File: src/rtl/ipi_axi_pkg.sv
// Shared definitions for the IPI AXI master: AXI response codes, FSM states,
// bus widths and the default CLINT software-interrupt register addresses.
package ipi_axi_pkg;

  localparam int unsigned ADDR_W = 32;
  localparam int unsigned DATA_W = 32;

  typedef enum logic [1:0] {
    OKAY   = 2'b00,
    EXOKAY = 2'b01,
    SLVERR = 2'b10,
    DECERR = 2'b11
  } axi_resp_e;

  typedef enum logic [2:0] {
    IDLE,
    WRITE,
    WRESP,
    READ,
    RDATA,
    DONE
  } state_e;

  localparam logic [ADDR_W-1:0] MSIP0 = 32'h0200_0000;
  localparam logic [ADDR_W-1:0] MSIP1 = 32'h0200_0004;
  localparam logic [ADDR_W-1:0] SSIP0 = 32'h0200_C000;
  localparam logic [ADDR_W-1:0] SSIP1 = 32'h0200_C004;

endpackage

File: src/rtl/ipi_axi_master_if.sv
// AXI4 single-beat bus between the IPI master and a slave.
// master: drives AW/W/AR channels and B/R readies; slave: the mirror image.
interface ipi_axi_master_if;
  import ipi_axi_pkg::*;

  logic [ADDR_W-1:0] awaddr;
  logic              awvalid;
  logic              awready;
  logic [DATA_W-1:0] wdata;
  logic              wlast;
  logic              wvalid;
  logic              wready;
  logic [1:0]        bresp;
  logic              bvalid;
  logic              bready;
  logic [ADDR_W-1:0] araddr;
  logic              arvalid;
  logic              arready;
  logic [DATA_W-1:0] rdata;
  logic [1:0]        rresp;
  logic              rvalid;
  logic              rlast;
  logic              rready;

  modport master (
    output awaddr, awvalid, wdata, wlast, wvalid, bready, araddr, arvalid, rready,
    input  awready, wready, bresp, bvalid, arready, rdata, rresp, rvalid, rlast
  );

  modport slave (
    input  awaddr, awvalid, wdata, wlast, wvalid, bready, araddr, arvalid, rready,
    output awready, wready, bresp, bvalid, arready, rdata, rresp, rvalid, rlast
  );

endinterface

File: src/rtl/ipi_axi_timeout.sv
// Saturating transaction-age counter.
// Ports: aclk/areset (sync, active-high), load clears the count, en advances it,
// expire_c is high while the count sits at TIMEOUT-1.
module ipi_axi_timeout #(
  parameter int unsigned TIMEOUT = 256
) (
  input  logic aclk,
  input  logic areset,
  input  logic load,
  input  logic en,
  output logic expire_c
);

  localparam int unsigned CW = (TIMEOUT > 2) ? $clog2(TIMEOUT) : 1;
  localparam logic [CW-1:0] LAST = CW'(TIMEOUT - 1);

  logic [CW-1:0] count;

  // Count up to LAST and hold there until reloaded.
  always_ff @(posedge aclk) begin
    if (areset) begin
      count <= '0;
    end else if (load) begin
      count <= '0;
    end else if (en && (count != LAST)) begin
      count <= count + CW'(1);
    end
  end

  assign expire_c = (count == LAST);

endmodule

File: src/rtl/ipi_axi_master.sv
// Turns one core IPI register request at a time into a single-beat AXI
// write or read and reports a one-cycle completion with error/timeout flags.
// Ports: aclk/areset (sync, active-high); req_* request handshake from the core;
// rsp_* completion pulse; axi = AXI master bus. All outputs are registered.
module ipi_axi_master
  import ipi_axi_pkg::*;
#(
  parameter int unsigned TIMEOUT = 256
) (
  input  logic              aclk,
  input  logic              areset,
  input  logic              req_valid,
  output logic              req_ready,
  input  logic              req_write,
  input  logic [ADDR_W-1:0] req_addr,
  input  logic [DATA_W-1:0] req_wdata,
  output logic              rsp_valid,
  output logic [DATA_W-1:0] rsp_rdata,
  output logic              rsp_err,
  output logic              rsp_timeout,
  ipi_axi_master_if.master  axi
);

  state_e            state_q, state_d;
  logic              awvalid_d, wvalid_d, wlast_d, bready_d, arvalid_d, rready_d;
  logic [ADDR_W-1:0] awaddr_d, araddr_d;
  logic [DATA_W-1:0] wdata_d, rsp_rdata_d;
  logic              rsp_valid_d, rsp_err_d, rsp_timeout_d;
  logic              tmo_load, tmo_en, tmo_expire_c;
  logic              aw_left, w_left;

  assign tmo_en = (state_q == WRITE) || (state_q == WRESP) ||
                  (state_q == READ)  || (state_q == RDATA);

  ipi_axi_timeout #(.TIMEOUT(TIMEOUT)) u_timeout (
    .aclk     (aclk),
    .areset   (areset),
    .load     (tmo_load),
    .en       (tmo_en),
    .expire_c (tmo_expire_c)
  );

  // Channel still pending after this cycle (valid high and no ready).
  assign aw_left = axi.awvalid && !axi.awready;
  assign w_left  = axi.wvalid  && !axi.wready;

  // Next state and next register values. A completing handshake always
  // wins over an expiring timeout in the same cycle.
  always_comb begin
    state_d       = state_q;
    awaddr_d      = axi.awaddr;
    awvalid_d     = axi.awvalid;
    wdata_d       = axi.wdata;
    wvalid_d      = axi.wvalid;
    wlast_d       = axi.wlast;
    araddr_d      = axi.araddr;
    arvalid_d     = axi.arvalid;
    bready_d      = 1'b0;
    rready_d      = 1'b0;
    rsp_valid_d   = 1'b0;
    rsp_rdata_d   = '0;
    rsp_err_d     = 1'b0;
    rsp_timeout_d = 1'b0;
    tmo_load      = 1'b0;

    unique case (state_q)
      IDLE: begin
        if (req_valid) begin
          tmo_load = 1'b1;
          if (req_addr[1:0] != 2'b00) begin
            state_d     = DONE;
            rsp_valid_d = 1'b1;
            rsp_err_d   = 1'b1;
          end else if (req_write) begin
            state_d   = WRITE;
            awaddr_d  = req_addr;
            wdata_d   = req_wdata;
            awvalid_d = 1'b1;
            wvalid_d  = 1'b1;
            wlast_d   = 1'b1;
          end else begin
            state_d   = READ;
            araddr_d  = req_addr;
            arvalid_d = 1'b1;
          end
        end
      end
      WRITE: begin
        awvalid_d = aw_left;
        wvalid_d  = w_left;
        wlast_d   = w_left;
        if (!aw_left && !w_left) begin
          state_d = WRESP;
        end else if (tmo_expire_c) begin
          awvalid_d     = 1'b0;
          wvalid_d      = 1'b0;
          wlast_d       = 1'b0;
          state_d       = DONE;
          rsp_valid_d   = 1'b1;
          rsp_err_d     = 1'b1;
          rsp_timeout_d = 1'b1;
        end
      end
      WRESP: begin
        if (axi.bvalid && axi.bready) begin
          state_d     = DONE;
          rsp_valid_d = 1'b1;
          rsp_err_d   = (axi.bresp != OKAY);
        end else if (tmo_expire_c) begin
          state_d       = DONE;
          rsp_valid_d   = 1'b1;
          rsp_err_d     = 1'b1;
          rsp_timeout_d = 1'b1;
        end else begin
          bready_d = 1'b1;
        end
      end
      READ: begin
        if (axi.arvalid && axi.arready) begin
          arvalid_d = 1'b0;
          state_d   = RDATA;
        end else if (tmo_expire_c) begin
          arvalid_d     = 1'b0;
          state_d       = DONE;
          rsp_valid_d   = 1'b1;
          rsp_err_d     = 1'b1;
          rsp_timeout_d = 1'b1;
        end
      end
      RDATA: begin
        if (axi.rvalid && axi.rready) begin
          state_d     = DONE;
          rsp_valid_d = 1'b1;
          rsp_rdata_d = axi.rdata;
          rsp_err_d   = (axi.rresp != OKAY) || !axi.rlast;
        end else if (tmo_expire_c) begin
          state_d       = DONE;
          rsp_valid_d   = 1'b1;
          rsp_err_d     = 1'b1;
          rsp_timeout_d = 1'b1;
        end else begin
          rready_d = 1'b1;
        end
      end
      DONE:    state_d = IDLE;
      default: state_d = IDLE;
    endcase
  end

  // State and output registers.
  always_ff @(posedge aclk) begin
    if (areset) begin
      state_q     <= IDLE;
      req_ready   <= 1'b1;
      rsp_valid   <= 1'b0;
      rsp_rdata   <= '0;
      rsp_err     <= 1'b0;
      rsp_timeout <= 1'b0;
      axi.awaddr  <= '0;
      axi.awvalid <= 1'b0;
      axi.wdata   <= '0;
      axi.wvalid  <= 1'b0;
      axi.wlast   <= 1'b0;
      axi.bready  <= 1'b0;
      axi.araddr  <= '0;
      axi.arvalid <= 1'b0;
      axi.rready  <= 1'b0;
    end else begin
      state_q     <= state_d;
      req_ready   <= (state_d == IDLE);
      rsp_valid   <= rsp_valid_d;
      rsp_rdata   <= rsp_rdata_d;
      rsp_err     <= rsp_err_d;
      rsp_timeout <= rsp_timeout_d;
      axi.awaddr  <= awaddr_d;
      axi.awvalid <= awvalid_d;
      axi.wdata   <= wdata_d;
      axi.wvalid  <= wvalid_d;
      axi.wlast   <= wlast_d;
      axi.bready  <= bready_d;
      axi.araddr  <= araddr_d;
      axi.arvalid <= arvalid_d;
      axi.rready  <= rready_d;
    end
  end

endmodule
File: src/flat_wrapper.sv
// flat-port wrapper written by rule: the top's interface ports become plain ports
module ipi_axi_master_flat import ipi_axi_pkg::*;
#(
  parameter int unsigned TIMEOUT = 256
)
  (aclk, areset, req_valid, req_ready, req_write, req_addr, req_wdata, rsp_valid, rsp_rdata, rsp_err, rsp_timeout, axi_awaddr, axi_awvalid, axi_wdata, axi_wlast, axi_wvalid, axi_bready, axi_araddr, axi_arvalid, axi_rready, axi_awready, axi_wready, axi_bresp, axi_bvalid, axi_arready, axi_rdata, axi_rresp, axi_rvalid, axi_rlast);
  ipi_axi_master_if axi_i ();
  input  logic aclk;
  input  logic areset;
  input  logic req_valid;
  output logic req_ready;
  input  logic req_write;
  input  logic [ADDR_W-1:0] req_addr;
  input  logic [DATA_W-1:0] req_wdata;
  output logic rsp_valid;
  output logic [DATA_W-1:0] rsp_rdata;
  output logic rsp_err;
  output logic rsp_timeout;
  output wire logic [$bits(axi_i.awaddr)-1:0] axi_awaddr;
  output wire logic [$bits(axi_i.awvalid)-1:0] axi_awvalid;
  output wire logic [$bits(axi_i.wdata)-1:0] axi_wdata;
  output wire logic [$bits(axi_i.wlast)-1:0] axi_wlast;
  output wire logic [$bits(axi_i.wvalid)-1:0] axi_wvalid;
  output wire logic [$bits(axi_i.bready)-1:0] axi_bready;
  output wire logic [$bits(axi_i.araddr)-1:0] axi_araddr;
  output wire logic [$bits(axi_i.arvalid)-1:0] axi_arvalid;
  output wire logic [$bits(axi_i.rready)-1:0] axi_rready;
  input wire logic [$bits(axi_i.awready)-1:0] axi_awready;
  input wire logic [$bits(axi_i.wready)-1:0] axi_wready;
  input wire logic [$bits(axi_i.bresp)-1:0] axi_bresp;
  input wire logic [$bits(axi_i.bvalid)-1:0] axi_bvalid;
  input wire logic [$bits(axi_i.arready)-1:0] axi_arready;
  input wire logic [$bits(axi_i.rdata)-1:0] axi_rdata;
  input wire logic [$bits(axi_i.rresp)-1:0] axi_rresp;
  input wire logic [$bits(axi_i.rvalid)-1:0] axi_rvalid;
  input wire logic [$bits(axi_i.rlast)-1:0] axi_rlast;
  assign axi_awaddr = axi_i.awaddr;
  assign axi_awvalid = axi_i.awvalid;
  assign axi_wdata = axi_i.wdata;
  assign axi_wlast = axi_i.wlast;
  assign axi_wvalid = axi_i.wvalid;
  assign axi_bready = axi_i.bready;
  assign axi_araddr = axi_i.araddr;
  assign axi_arvalid = axi_i.arvalid;
  assign axi_rready = axi_i.rready;
  assign axi_i.awready = axi_awready;
  assign axi_i.wready = axi_wready;
  assign axi_i.bresp = axi_bresp;
  assign axi_i.bvalid = axi_bvalid;
  assign axi_i.arready = axi_arready;
  assign axi_i.rdata = axi_rdata;
  assign axi_i.rresp = axi_rresp;
  assign axi_i.rvalid = axi_rvalid;
  assign axi_i.rlast = axi_rlast;
  ipi_axi_master #(.TIMEOUT(TIMEOUT)) u_core (.aclk(aclk), .areset(areset), .req_valid(req_valid), .req_ready(req_ready), .req_write(req_write), .req_addr(req_addr), .req_wdata(req_wdata), .rsp_valid(rsp_valid), .rsp_rdata(rsp_rdata), .rsp_err(rsp_err), .rsp_timeout(rsp_timeout), .axi(axi_i));
endmodule
File: config.mk
export PLATFORM = sky130hd
export DESIGN_NAME = ipi_axi_master_flat
export DESIGN_NICKNAME = d
export VERILOG_FILES = /design/src/rtl/ipi_axi_pkg.sv /design/src/rtl/ipi_axi_master_if.sv /design/src/rtl/ipi_axi_timeout.sv /design/src/rtl/ipi_axi_master.sv /design/src/flat_wrapper.sv
export SDC_FILE = /design/constraint.sdc
export NUM_CORES = 1
export LEC_CHECK = 0
export ABC_AREA = 1
export CORE_MARGIN = 4
export CORE_UTILIZATION = 37
export DETAILED_ROUTE_END_ITERATION = 10
export PLACE_DENSITY = 0.87
export REMOVE_ABC_BUFFERS = 1
export SYNTH_ARGS = -nofsm -noshare
export SYNTH_HDL_FRONTEND = slang
export SYNTH_SLANG_ARGS = --single-unit
File: constraint.sdc
create_clock -name aclk -period 1.5 [get_ports aclk]
set_input_delay 0.225 -clock aclk [delete_from_list [all_inputs] [get_ports aclk]]
set_output_delay 0.225 -clock aclk [all_outputs]
set_load 0.1 [all_outputs]
[After elaboration in Yosys (flattened, before gate mapping)]
Cells that the tools add are included.
Word-level totals
  flip-flop bits (word level): 148
  bits in latches: 0
  RAM bits: 0
  memory bits (read-only): 0
  input port bits: 110
  output and inout port bits: 138
  memories kept: 0
Cells by class
  $add $sub $neg: 1
  $mul: 0
  divide/modulo/power cells: 0
  order comparisons: 0
  eq/ne operators: 11
  shift-type cells: 0
  multiplexer cells: 41
  bitwise operators: 5
  reduce and logical (&&, ||, !) cells: 31
Operator list (number)
  two-way mux 1 bit: 26
  two-way mux 3 bit: 7
  case mux 3 bit (5 select lines): 1
  AND reduction 4 bit: 3
  case mux 1 bit (5 select lines): 2
  nonzero test 2 bit: 5
  OR reduction 3 bit: 3
  adder 8 x 1 -> 8 bit (second input constant): 1
  == test 8 bit (second input constant): 1
  inequality test 2 bit (second input constant): 4
  inequality test 8 bit (second input constant): 1
  logical AND 1 bit: 7
  == test 3 x 2 -> 1 bit (second input constant): 2
  zero test 3 bit: 2
  case mux 1 bit (2 select lines): 3
  zero test 1 bit: 5
  inverter 1 bit: 5
  AND reduction 5 bit: 1
  logical OR 1 bit: 4
  case mux 1 bit (4 select lines): 1
  == test 3 x 1 -> 1 bit (second input constant): 1
  == test 3 bit (second input constant): 1
  inequality test 3 x 2 -> 1 bit (second input constant): 1
  two-way mux 2 bit: 1
  OR reduction 2 bit: 1

[Longest topological paths before layout]
  depth in word-level cells: 7
  depth in mapped cells: 10

[Hierarchy]
A second synthesis with hierarchy kept.
Unflattened totals
  cell total of the unflattened synthesis: 703
  area, all modules: 5383.9 um^2
Modules (own cells, without submodules)
  ipi_axi_master: times used 1, cells an instance 631, area each 4927.2 um^2, sequential area each 2802.7 um^2
  ipi_axi_timeout: times used 1, cells an instance 72, area each 456.7 um^2, sequential area each 160.2 um^2

[Least setup slack after synthesis]
Ideal clock, no wire load.
  path kind: reg2reg
  from: register, netlist name u_core.axi.wlast
  to: register u_core.req_ready
  library setup time: 111 ps
  data arrival time: 1659 ps
  required time: 1389 ps
  slack: -269 ps
  cell stages (with the launch flop): 10
  buffers on the path: 0
  period minus slack after synthesis: 1769 ps
  cells stage by stage: dfxtp_1 > nand2_1 > nand2_1 > nand2_1 > nand2_1 > nand2_1 > nand3_1 > nand2_1 > nand2_1 > nor2_1
RTL lines
  end signal: assignment: line ipi_axi_master.sv:170  | req_ready <= (state_d == IDLE);
  end: declaration: line ipi_axi_master.sv:13  | output logic req_ready,

[Final worst setup path]
  from: register u_core.state_q[1]
  to: register u_core.rsp_rdata[10]
Between the ends
  cells in the longest elaborated chain, start to end: 3
RTL lines
  start: declaration: line ipi_axi_master.sv:24  | state_e state_q, state_d;
  start signal: assignment: line ipi_axi_master.sv:169  | state_q <= state_d;
  == test 3 bit: line ipi_axi_master.sv:66  | unique case (state_q)
  inverter 1 bit (no source line)
  OR reduction 3 bit (no source line)
  end signal: assignment: line ipi_axi_master.sv:172  | rsp_rdata <= rsp_rdata_d;
  end: declaration: line ipi_axi_master.sv:18  | output logic [DATA_W-1:0] rsp_rdata,
No other way between the ends.
A chain may end at the register's enable or synchronous reset.

==> run_results.csv <==
group,metric,value,unit
status,outcome,"complete, but fails checks",
status,violations,"setup timing",
pwr,leakage,4.61,nW
synthesis,syn_area,5310,um^2
routing,first_pass_iters,5,
grt,grt_antenna_before_repair,0,
timing,setup_viol,29,
timing,period_share,106,%
grt,grt_usage,24.0,%
floorplan,start_util,38.0,%
critical_path,startpoint,"u_core.state_q[1]",
floorplan,die_h,128,um
critical_path,cp-start-kind,"register",
grt,grt_max_degree,69,
routing,vias,5894,
run,drv_cap,0,
routing,via_per_inst,5.03,
timing,relSlewSlack,80.8,%
finish,syn_to_final_growth,102,%
grt,gr-total-overflow,0,
timing,fmax,629,MHz
floorplan,core_area,14000,um^2
placement,dp_cells,1122,
timing,final.min_clock_period,1.59,ns
finish,final_cell_area,10700,um^2
synthesis,syn_avg_cell_area,7.69,um^2
routing,drcViolationCount,0,
routing,ant_nets,0,
synthesis,yosys_warnings,0,
clocking,clkSlewWorstSetupHoldPaths,0.06,ns
routing,wirelength,22.0,mm
critical_path,crit_path_end,"u_core.rsp_rdata[10]",
critical_path,worst_setup_path_end_kind,"register",
finish,final_nets,1090,
routing,dr.first_iter.drc_count,424,
synthesis,synth_ff_type,"dfxtp_1",
clocking,clk_latency,0.42,ns
timing,skew,0.00662,ns
critical_path,ff2ff_path_depth,8,
synthesis,synth.distinct_cells,24,
timing,finalMaxSlewViolations,0,
placement,io_buffers,247,
pwr,powerDensity,1020,nW/um^2
critical_path,critPathKind,"register to register",
clocking,cts_tree,"done",
clocking,cts_sinks,148,
floorplan,rows,43,
synthesis,syn_inst,691,
clocking,numCtsBuffers,17,
clocking,root_buffer,"clkbuf_16",
clocking,hold_buffers,0,
clocking,h-tree-depth,4,
synthesis,synthArstFlopShare,0,%
routing,wl_per_cell,18.8,um
placement,dpl.hpwl,14.0,mm
pwr,total_power,11.0,mW
synthesis,synth_edf_count,0,
finish,diodes,0,
critical_path,cp_max_fo,16,
floorplan,die_area,16300,um^2
hold_path,hold_class,"primary input to register",
grt,grt_pass1_wl,30.4,mm
timing,rsz0062_at_grt,"true",
critical_path,rrSetupSlack,-0.09,ns
critical_path,reg2reg_from,"u_core.state_q[1]",
grt,grt_pass1_vias,5922,
placement,placed_area,9570,um^2
critical_path,crit_arrival,1.93,ns
floorplan,die_w,128,um
critical_path,required,1.84,ns
finish,final_cells,1171,
floorplan,ios,248,
finish,drive_above_1_share,30.7,%
critical_path,r2r-end,"u_core.rsp_rdata[10]",
clocking,clk_path_buf_depth,2,
synthesis,ys_seq_elements,148,
pwr,ir_worst_vdd,770,uV
timing,setup_ws,-0.0889,ns
timing,hold_violations,0,
timing,tightestPinTransition,0.286,ns
synthesis,yosysSeqAreaShare,55.8,%
placement,place_congestion,0.851,
flip-flops by register name, summed over array words and instances (netlist names):
name	flops
u_core.axi.awvalid	1
u_core.rsp_timeout	1
u_core.axi.araddr	32
u_core.axi.rready	1
u_core.state_q	3
u_core.axi.wlast	1
u_core.axi.wdata	32
u_core.axi.awaddr	32
u_core.axi.bready	1
u_core.rsp_valid	1
u_core.u_timeout.count	8
u_core.rsp_rdata	32
u_core.rsp_err	1
u_core.axi.arvalid	1
u_core.req_ready	1
routing by layer:
metal	wire, um	track usage [%]	vias up
met5	0	0	-
met4	756	10.5	0
met3	1800	8.79	54
met2	11800	44.2	290
met1	7670	24.0	2812
li1	-	-	2738
stage by stage:
| step | util (%) | setup TNS [ns] | setup WS (ns) | hold WS, ns |
|---|---|---|---|---|
| finish | 76.6 | -0.629 | -0.0889 | 0.322 |
| global route | 76.6 | -3.72 | -0.125 | 0.315 |
| CTS | 73.6 | -0.0249 | -0.0111 | 0.305 |
| detailed placement | 68.4 | -18.89 | -0.254 | 0.477 |
| global placement | 68.4 | -14.05 | -0.177 | 0.468 |
| floorplan | - | -132.03 | -1.15 | 0.294 |
cell families after synthesis:
logic type,Yosys count,share of synthesized area (%)
AND/OR/NAND/NOR,332,24.6
AO/OA/AOI/OAI,115,10.8
buffers and inverters,93,8.22
adder cells (fa/ha/maj),1,0.236
flip-flops,148,55.8
XOR/XNOR,2,0.330
worst max-delay path, cell delays in order, from the launching register on:
cell and delay (ns):
dfxtp_2 0.35, nor2_2 0.18, buf_4 0.16, nand2_1 0.12
inv_1 0.12, nand4_1 0.08, buf_4 0.19, clkbuf_16 0.18
nor2_1 0.14
report_power, final:
group | switching [mW] | internal, mW | leakage (nW)
clock network | 1.71 | 2.48 | 0.272
registers | 0.151 | 4.07 | 1.20
logic | 1.52 | 1.04 | 3.14
area by class of cell:
| type | instances | area [um^2] |
|---|---|---|
| sequential | 148 | 2970 |
| clock buffer | 19 | 443 |
| fill | 822 | 3270 |
| tap | 180 | 225 |
| clock inverter | 12 | 131 |
| timing repair buffer | 304 | 4570 |
| inverter | 58 | 235 |
| multi-input combinational | 450 | 2140 |
cells in the mapped netlist (2+ instances only):
master	n	area share (%)
a21oi_1	14	1.3
buf_2	2	0.19
buf_4	10	1.4
buf_6	6	1.3
clkbuf_1	17	1.2
dfxtp_1	148	56
inv_1	55	3.9
inv_2	2	0.14
nand2_1	58	4.1
nand2_2	2	0.24
nand3_1	14	1.3
nand4_1	5	0.59
nor2_1	243	17
nor2_2	2	0.24
nor3_1	5	0.47
o21ai_0	83	7.8
o21ai_1	18	1.7
cell usage in the layout, fill, tap and decap left out, drive strengths merged:
| cell | instances |
|---|---|
| nor2 | 246 |
| buf | 189 |
| dfxtp | 148 |
| clkdlybuf4s50 | 109 |
| o21ai | 101 |
| nand2 | 60 |
| inv | 60 |
| clkbuf | 24 |
| a21oi | 14 |
| nand3 | 14 |
| nand4 | 5 |
| nor3 | 5 |
| clkinvlp | 4 |
| clkinv | 4 |
| bufinv | 2 |
| nand3b | 1 |
| or2 | 1 |
| xnor2 | 1 |
| xor2 | 1 |
| ha | 1 |
| bufbuf | 1 |
worst min-delay path by stage:
| stage | startpoint | end | slack, ns | cells after the start |
|---|---|---|---|---|
| after floorplan | areset | u_core.axi.arvalid | 0.29 | 1 |
| after global placement | u_core.axi.araddr[0] | u_core.axi.araddr[0] | 0.47 | 2 |
| after detailed placement | u_core.u_timeout.count[4] | u_core.u_timeout.count[4] | 0.48 | 2 |
| after CTS | axi_rdata[28] | u_core.rsp_rdata[28] | 0.30 | 3 |
| after global routing | axi_rdata[2] | u_core.rsp_rdata[2] | 0.31 | 3 |
| final | axi_rdata[28] | u_core.rsp_rdata[28] | 0.32 | 3 |
what timing repair did:
item / CTS / global route
gates resized for setup: 22 / 82
buffers inserted: 3 / 6
endpoints found under the setup margin: 88 / 122
pin swaps: 4 / 9
cloned: 2 / 7
No activity file was read; power rests on OpenSTA's default activity.
